[src/rtl/goertzel_pkg.sv]
// Shared definitions for the fixed-bin Goertzel core and its frame sequencer.
//   - FSM state encoding of the frame sequencer
//   - default frame length and datapath widths
//   - SIN twiddle constant used by the core
package goertzel_pkg;

    // Frame sequencer states (2-bit encoding kept stable for debug tooling).
    localparam logic [1:0] ST_IDLE     = 2'd0;
    localparam logic [1:0] ST_CLEAR    = 2'd1;
    localparam logic [1:0] ST_ACCUM    = 2'd2;
    localparam logic [1:0] ST_WAIT_RES = 2'd3;

    localparam int GZ_N  = 126;  // samples per frame
    localparam int GZ_IW = 12;   // sample width, A(1,10) signed
    localparam int GZ_OW = 32;   // result width per component

    // Twiddle sine term shared with the core.
    localparam logic [7:0] GZ_SIN = 8'b01101111;

    function automatic logic st_busy(input logic [1:0] st);
        return st != ST_IDLE;
    endfunction

endpackage

[src/rtl/goertzel_res_buf.sv]
// One-entry valid/ready result buffer with overrun detection.
//
// Handshake: o_valid stays high until the consumer pops with
// o_valid & i_ready; o_re/o_im are stable while o_valid is high.
//
// Ports:
//   i_clk, i_rst      clock, synchronous active-high reset
//   i_clr_sticky      clears the overrun flag (accepted start)
//   i_cap             capture strobe for i_re/i_im
//   i_re, i_im        result to capture
//   i_ready           consumer ready
//   o_valid           buffer full
//   o_re, o_im        buffered result
//   o_overrun         sticky: a capture was dropped
module goertzel_res_buf
#(
    parameter int OW = 32
)
(
    input  logic          i_clk,
    input  logic          i_rst,
    input  logic          i_clr_sticky,
    input  logic          i_cap,
    input  logic [OW-1:0] i_re,
    input  logic [OW-1:0] i_im,
    input  logic          i_ready,
    output logic          o_valid,
    output logic [OW-1:0] o_re,
    output logic [OW-1:0] o_im,
    output logic          o_overrun
);

    logic pop;
    assign pop = o_valid && i_ready;

    always_ff @(posedge i_clk) begin
        if (i_rst) begin
            o_valid   <= 1'b0;
            o_re      <= '0;
            o_im      <= '0;
            o_overrun <= 1'b0;
        end else begin
            if (i_clr_sticky) begin
                o_overrun <= 1'b0;
            end
            // A pop in the same cycle frees the slot for the new result.
            if (i_cap && (!o_valid || pop)) begin
                o_valid <= 1'b1;
                o_re    <= i_re;
                o_im    <= i_im;
            end else if (i_cap) begin
                // Full and not draining: keep the old entry, flag the loss.
                o_overrun <= 1'b1;
            end else if (pop) begin
                o_valid <= 1'b0;
            end
        end
    end

endmodule

[src/rtl/goertzel_frame_ctrl.sv]
// Frame sequencer for the fixed-bin Goertzel core.
//
// Gates a streaming sample source into the core in frames of exactly N
// accepted samples, clears the core at each frame start, and captures each
// frame's Re/Im result into a one-entry output buffer.
//
// Handshakes: a sample transfers on i_sample_valid & o_sample_ready; a
// result leaves the buffer on o_res_valid & i_res_ready. i_core_valid is a
// one-cycle strobe with no back-pressure.
//
// Ports:
//   i_clk, i_rst                      clock, synchronous active-high reset
//   i_start, i_abort, i_frames        run control (i_frames=0: continuous)
//   i_sample, i_sample_valid,
//   o_sample_ready                    sample stream input
//   o_core_clr, o_core_en,
//   o_core_sample, o_core_last        core control / data
//   i_core_valid, i_core_re, i_core_im core result
//   o_res_valid, i_res_ready,
//   o_res_re, o_res_im                buffered result output
//   o_busy, o_done, o_overrun,
//   o_timeout                         status
module goertzel_frame_ctrl
    import goertzel_pkg::*;
#(
    parameter int IW      = GZ_IW,
    parameter int OW      = GZ_OW,
    parameter int N       = GZ_N,
    parameter int FW      = 8,
    parameter int CORE_TO = 8
)
(
    input  logic          i_clk,
    input  logic          i_rst,
    input  logic          i_start,
    input  logic          i_abort,
    input  logic [FW-1:0] i_frames,
    input  logic [IW-1:0] i_sample,
    input  logic          i_sample_valid,
    output logic          o_sample_ready,
    output logic          o_core_clr,
    output logic          o_core_en,
    output logic [IW-1:0] o_core_sample,
    output logic          o_core_last,
    input  logic          i_core_valid,
    input  logic [OW-1:0] i_core_re,
    input  logic [OW-1:0] i_core_im,
    output logic          o_res_valid,
    input  logic          i_res_ready,
    output logic [OW-1:0] o_res_re,
    output logic [OW-1:0] o_res_im,
    output logic          o_busy,
    output logic          o_done,
    output logic          o_overrun,
    output logic          o_timeout
);

    localparam int NW = (N > 1) ? $clog2(N) : 1;
    localparam int TW = (CORE_TO > 2) ? $clog2(CORE_TO) : 1;

    logic [1:0]    state_q, state_d;
    logic [NW-1:0] n_q;
    logic [FW-1:0] frames_q;
    logic [FW-1:0] frame_cnt_q;
    logic [FW-1:0] frame_nxt;
    logic [TW-1:0] to_q;
    logic          abort_clr_q;
    logic          done_q;
    logic          timeout_q;

    logic abort_hit, start_ok, accept, last_hit, core_hit, final_frame, to_expire;

    always_comb begin
        abort_hit   = st_busy(state_q) && i_abort;
        start_ok    = (state_q == ST_IDLE) && i_start && !i_abort;
        // Abort wins over a sample, the last sample and a core result.
        accept      = (state_q == ST_ACCUM) && !i_abort && i_sample_valid;
        last_hit    = accept && (n_q == NW'(N - 1));
        core_hit    = (state_q == ST_WAIT_RES) && !i_abort && i_core_valid;
        frame_nxt   = frame_cnt_q + 1'b1;
        final_frame = (frames_q != '0) && (frame_nxt == frames_q);
        // to_q counts cycles since the last sample (1 in the first WAIT_RES
        // cycle), so o_timeout rises exactly CORE_TO cycles after o_core_last.
        to_expire   = (state_q == ST_WAIT_RES) && !i_abort && !i_core_valid
                      && (to_q == TW'(CORE_TO - 1));
    end

    always_comb begin
        state_d = state_q;
        if (abort_hit) begin
            state_d = ST_IDLE;
        end else begin
            case (state_q)
                ST_IDLE:     if (start_ok) state_d = ST_CLEAR;
                ST_CLEAR:    state_d = ST_ACCUM;
                ST_ACCUM:    if (last_hit) state_d = ST_WAIT_RES;
                ST_WAIT_RES: begin
                    if (core_hit)       state_d = final_frame ? ST_IDLE : ST_CLEAR;
                    else if (to_expire) state_d = ST_IDLE;
                end
                default:     state_d = ST_IDLE;
            endcase
        end
    end

    always_ff @(posedge i_clk) begin
        if (i_rst) begin
            state_q     <= ST_IDLE;
            n_q         <= '0;
            frames_q    <= '0;
            frame_cnt_q <= '0;
            to_q        <= '0;
            abort_clr_q <= 1'b0;
            done_q      <= 1'b0;
            timeout_q   <= 1'b0;
        end else begin
            state_q     <= state_d;
            abort_clr_q <= abort_hit;
            done_q      <= core_hit && final_frame;
            if (start_ok) begin
                frames_q    <= i_frames;
                frame_cnt_q <= '0;
                timeout_q   <= 1'b0;
            end
            case (state_q)
                ST_CLEAR: n_q <= '0;
                ST_ACCUM: begin
                    if (last_hit) begin
                        n_q  <= '0;
                        to_q <= TW'(1);
                    end else if (accept) begin
                        n_q <= n_q + 1'b1;
                    end
                end
                ST_WAIT_RES: begin
                    if (core_hit) begin
                        frame_cnt_q <= frame_nxt;  // wraps silently in continuous mode
                    end else if (to_expire) begin
                        timeout_q <= 1'b1;
                    end else if (!i_abort) begin
                        to_q <= to_q + 1'b1;
                    end
                end
                default: ;
            endcase
        end
    end

    goertzel_res_buf #(.OW(OW)) u_res_buf (
        .i_clk        (i_clk),
        .i_rst        (i_rst),
        .i_clr_sticky (start_ok),
        .i_cap        (core_hit),
        .i_re         (i_core_re),
        .i_im         (i_core_im),
        .i_ready      (i_res_ready),
        .o_valid      (o_res_valid),
        .o_re         (o_res_re),
        .o_im         (o_res_im),
        .o_overrun    (o_overrun)
    );

    assign o_sample_ready = (state_q == ST_ACCUM) && !i_abort;
    assign o_core_en      = accept;
    assign o_core_sample  = accept ? i_sample : '0;
    assign o_core_last    = last_hit;
    // Clear on frame start, and in the IDLE cycle that follows an abort.
    assign o_core_clr     = (state_q == ST_CLEAR) || abort_clr_q;
    assign o_busy         = st_busy(state_q);
    assign o_done         = done_q;
    assign o_timeout      = timeout_q;

endmodule

[config.mk]
export PLATFORM = sky130hd
export DESIGN_NAME = goertzel_frame_ctrl
export DESIGN_NICKNAME = d
export VERILOG_FILES = /design/src/rtl/goertzel_pkg.sv /design/src/rtl/goertzel_res_buf.sv /design/src/rtl/goertzel_frame_ctrl.sv
export SDC_FILE = /design/constraint.sdc
export NUM_CORES = 1
export LEC_CHECK = 0
export ABC_AREA = 1
export CAP_MARGIN = 20
export CORE_ASPECT_RATIO = 1.2
export CORE_MARGIN = 4
export CORE_UTILIZATION = 35
export CTS_CLUSTER_SIZE = 28
export DETAILED_ROUTE_END_ITERATION = 16
export PLACE_DENSITY = 0.81
export SYNTH_ARGS = -nofsm -noshare
export SYNTH_HDL_FRONTEND = slang
export SYNTH_SLANG_ARGS = --single-unit
[constraint.sdc]
create_clock -name i_clk -period 1.6 [get_ports i_clk]
set_clock_uncertainty 0.15 [all_clocks]
set_input_delay 0.32 -clock i_clk [delete_from_list [all_inputs] [get_ports i_clk]]
set_output_delay 0.32 -clock i_clk [all_outputs]
set_load 0.03 [all_outputs]
==> impl_metrics.yaml, run 1 <==
synth:
  synth_area_leaders: "dfxtp_1 (48%), nor2_1 (15%), o21ai_0 (9.6%), inv_1 (4.7%), nand2_1 (4.1%)"
  synth_common_cells: "nor2_1 (161), dfxtp_1 (97), o21ai_0 (78), inv_1 (51), nand2_1 (44)"
  syn_nets: 647
  synth.ff_latch_count: 97
  ys_seq_area_share_pct: 47.90
  async_flop_share_pct: 0
  synth_cells: 547
  synth_ff_type: "dfxtp_1"
  avgSynthCellArea_um2: 7.411
  yosysMostFrequentCell: "nor2_1"
  yosysTopAreaCell: "dfxtp_1"
  yosys_warnings: 0
  synth_edf_count: 0
  synth_cell_types: 34
  syn-cell-area_um2: 4054
  netlist.area_leader.share_pct: 47.90
setup_path:
  start_kind: "flop"
  critPathRequiredTime_ns: 1.13
  cp_max_fo: 5
  cp_slowest_stage_delay_ns: 0.33
  worstPathArrival_ns: 1.66
  setup.worst_path.class: "reg2out"
  cpMaxStageDelayCell: "dfxtp_2"
  crit_path_end_kind: "output port"
  crit_cells: 9
  path_buf_inv: 5
  crit_family: "buffers and inverters"
  rr_worst_depth: 13
  path_cells: "buf_6 -> inv_4 -> ha_4 -> inv_4 -> nor2_4 -> nand2_4 -> buf_4 -> nor2_4 -> buf_6"
timing:
  worst_pin_slew_ns: 0.3400
  timing.final.ws_setup_ns: -0.5332
  finalCriticalPeriod_ns: 2.133
  hold_viol: 0
  rsz0062_at_grt: "yes"
  max-slew-margin-rel_pct: 77.25
  max_freq_mhz: 468.8
  fin_crit_sh_pct: 133.3
  maxSlewViolCount: 0
  finalSetupViolCount: 103
  hold-worst-slack_ns: 0.3151
  tns_ns: -32.90
finish:
  drive_above_1_share_pct: 22.22
  fin_cells: 937
  final_nets: 878
  syn2layout_area_growth_pct: 75.90
  antenna-diode-count: 0
  fillers: 914
  fin_util_pct: 63.70
global_routing:
  grt_pass1_wl_um: 21300
  track_usage_pct: 19.35
  grt-ovfl-total: 0
  antenna_found_initial: 0
  grt_start_max_net_pins: 35
  grt_pass1_vias: 4457
clock_tree:
  root_buffer: "clkbuf_16"
  cts.path.max_buffers: 2
  cts_sinks: 97
  numCtsBuffers: 9
  clk_latency_ns: 0.33
  cts_max_level: 3
  clk_pin_slew_ns: 0.06
  cts_tree: "built"
  hold_buffers: 0
drt:
  detail-route-antenna-nets: 0
  first_pass_iters: 4
  drc: 0
  num_vias: 4458
  drt-total-wl_um: 13670
  post_drt_wl_per_cell_um: 14.59
  dr.first_iter.drc_count: 152
  vias_per_cell: 4.758
outcome:
  failed_checks: "setup timing"
  status: "finished, violations left"
floorplan:
  dieHeight_um: 125.9
  placementRows: 42
  io_pins: 176
  fp.dieW_um: 106.2
  die_area_um2: 13380
  core_area_um2: 11190
  initial_core_util_pct: 36.22
power:
  powerDensity_nw_per_um2: 921.3
  p_leak_nw: 3.408
  peakVddDrop_mv: 0.4276
hold_path:
  hold_path_class: "reg2reg"
  whs_path_depth: 1
place:
  place.gp.congestion: 0.8856
  post-place-cells: 900
  dp_hpwl_um: 9319
  io_buffers: 175
job:
  maxCapViolCount: 0
==> power breakdown <==
part | leakage [nW] | total, W | switching (W) | internal (W)
logic | 2.47 | 0.00168 | 0.000840 | 0.000843
registers | 0.786 | 0.00259 | 0.0000671 | 0.00252
clock network | 0.157 | 0.00230 | 0.000878 | 0.00142
total | 3.41 | 0.00657 | 0.00179 | 0.00478
==> worst register-to-register path: stages (launching register included) <==
cell     delay, ns
dfxtp_2       0.33
buf_6         0.12
inv_4         0.06
ha_4          0.14
inv_4         0.04
nor2_4        0.17
nand2_4       0.11
buf_6         0.13
o21ai_4       0.09
nand3_2       0.14
nor2_2        0.14
nand2_1       0.07
xor2_1        0.18
nor2_2        0.04
==> final cells by class <==
| type | count | area, um^2 | area share (%) |
|---|---|---|---|
| Timing Repair Buffer | 242 | 2371 | 33.25 |
| Multi-Input combinational cell | 371 | 2067 | 28.99 |
| Sequential cell | 97 | 1951 | 27.36 |
| Clock buffer | 12 | 246.5 | 3.457 |
| Inverter | 57 | 229.0 | 3.211 |
| Tap cell | 154 | 192.7 | 2.702 |
| Clock inverter | 4 | 73.82 | 1.035 |
==> per-layer routing <==
metal	global-route usage, %	share of wire, %
met2	34.80	51
met1	21.04	39
met3	5.988	8.0
met5	0	0
met4	7.546	2.3
==> kinds of logic after synthesis <==
logic type | count (synthesis) | synth area share [%]
buffers and inverters | 80 | 7.747
AO/OA/AOI/OAI | 111 | 14.69
XOR/XNOR | 7 | 1.852
flip-flops | 97 | 47.90
adder cells (fa/ha/maj) | 9 | 2.778
AND/OR/NAND/NOR | 243 | 25.03
==> placed cells by master (no fill, tap or decap), types with 10 or more instances in the layout <==
cell,Yosys,layout
nor2_1,161,145
dfxtp_1,97,92
clkdlybuf4s50_1,0,90
o21ai_0,78,69
dlygate4sd2_1,0,54
buf_4,1,48
inv_1,51,42
nand2_1,44,39
buf_6,0,27
o21ai_1,12,19
nor2_4,1,16
clkdlybuf4s15_1,0,13
nand3_1,13,12
a21oi_1,12,11
clkbuf_16,0,11
inv_2,5,10
==> through the flow <==
step	setup WS (ns)	power [W]	instance area (um^2)
after detailed placement	-0.4210	0.003979	6374
after floorplan	-0.2460	0.003336	4179
after global placement	-0.3757	0.003936	6374
final	-0.5332	0.006570	7131
after global routing	-0.6072	0.006862	7131
after CTS	-0.4974	0.006430	6903
==> flip-flops by register name, summed over array words and instances, names as in the netlist <==
name,cells
abort_clr_q,1
frame_cnt_q,8
frames_q,8
n_q,7
o_done,1
o_timeout,1
state_q,2
to_q,3
u_res_buf.o_im,32
u_res_buf.o_overrun,1
u_res_buf.o_re,32
u_res_buf.o_valid,1
==> path summary, 6_finish.rpt <==
check | startpoint | to | slack, ns
setup / recovery | state_q[0] | o_core_sample[6] | -0.53
hold / removal | to_q[0] | to_q[0] | 0.32
setup reg to reg | state_q[0] | n_q[6] | -0.42
hold reg to reg | to_q[0] | to_q[0] | 0.32
==> what timing repair did <==
action | in CTS | in global routing
gates resized for setup | 124 | 56
pin swaps | 8 | 12
endpoints found under the setup margin | 180 | 124
gates cloned | 2 | 2
setup buffers | 11 | 8
Note: power is estimated with default switching activity, not from simulation.
==> run 2, diff against run 1 <==
CTS_CLUSTER_SIZE = unset   (was 28)
SLEW_MARGIN = 0   (was unset)
==> results of run 2 <==
Same layout as run 1: the final DEF is identical, and so are final timing and power.
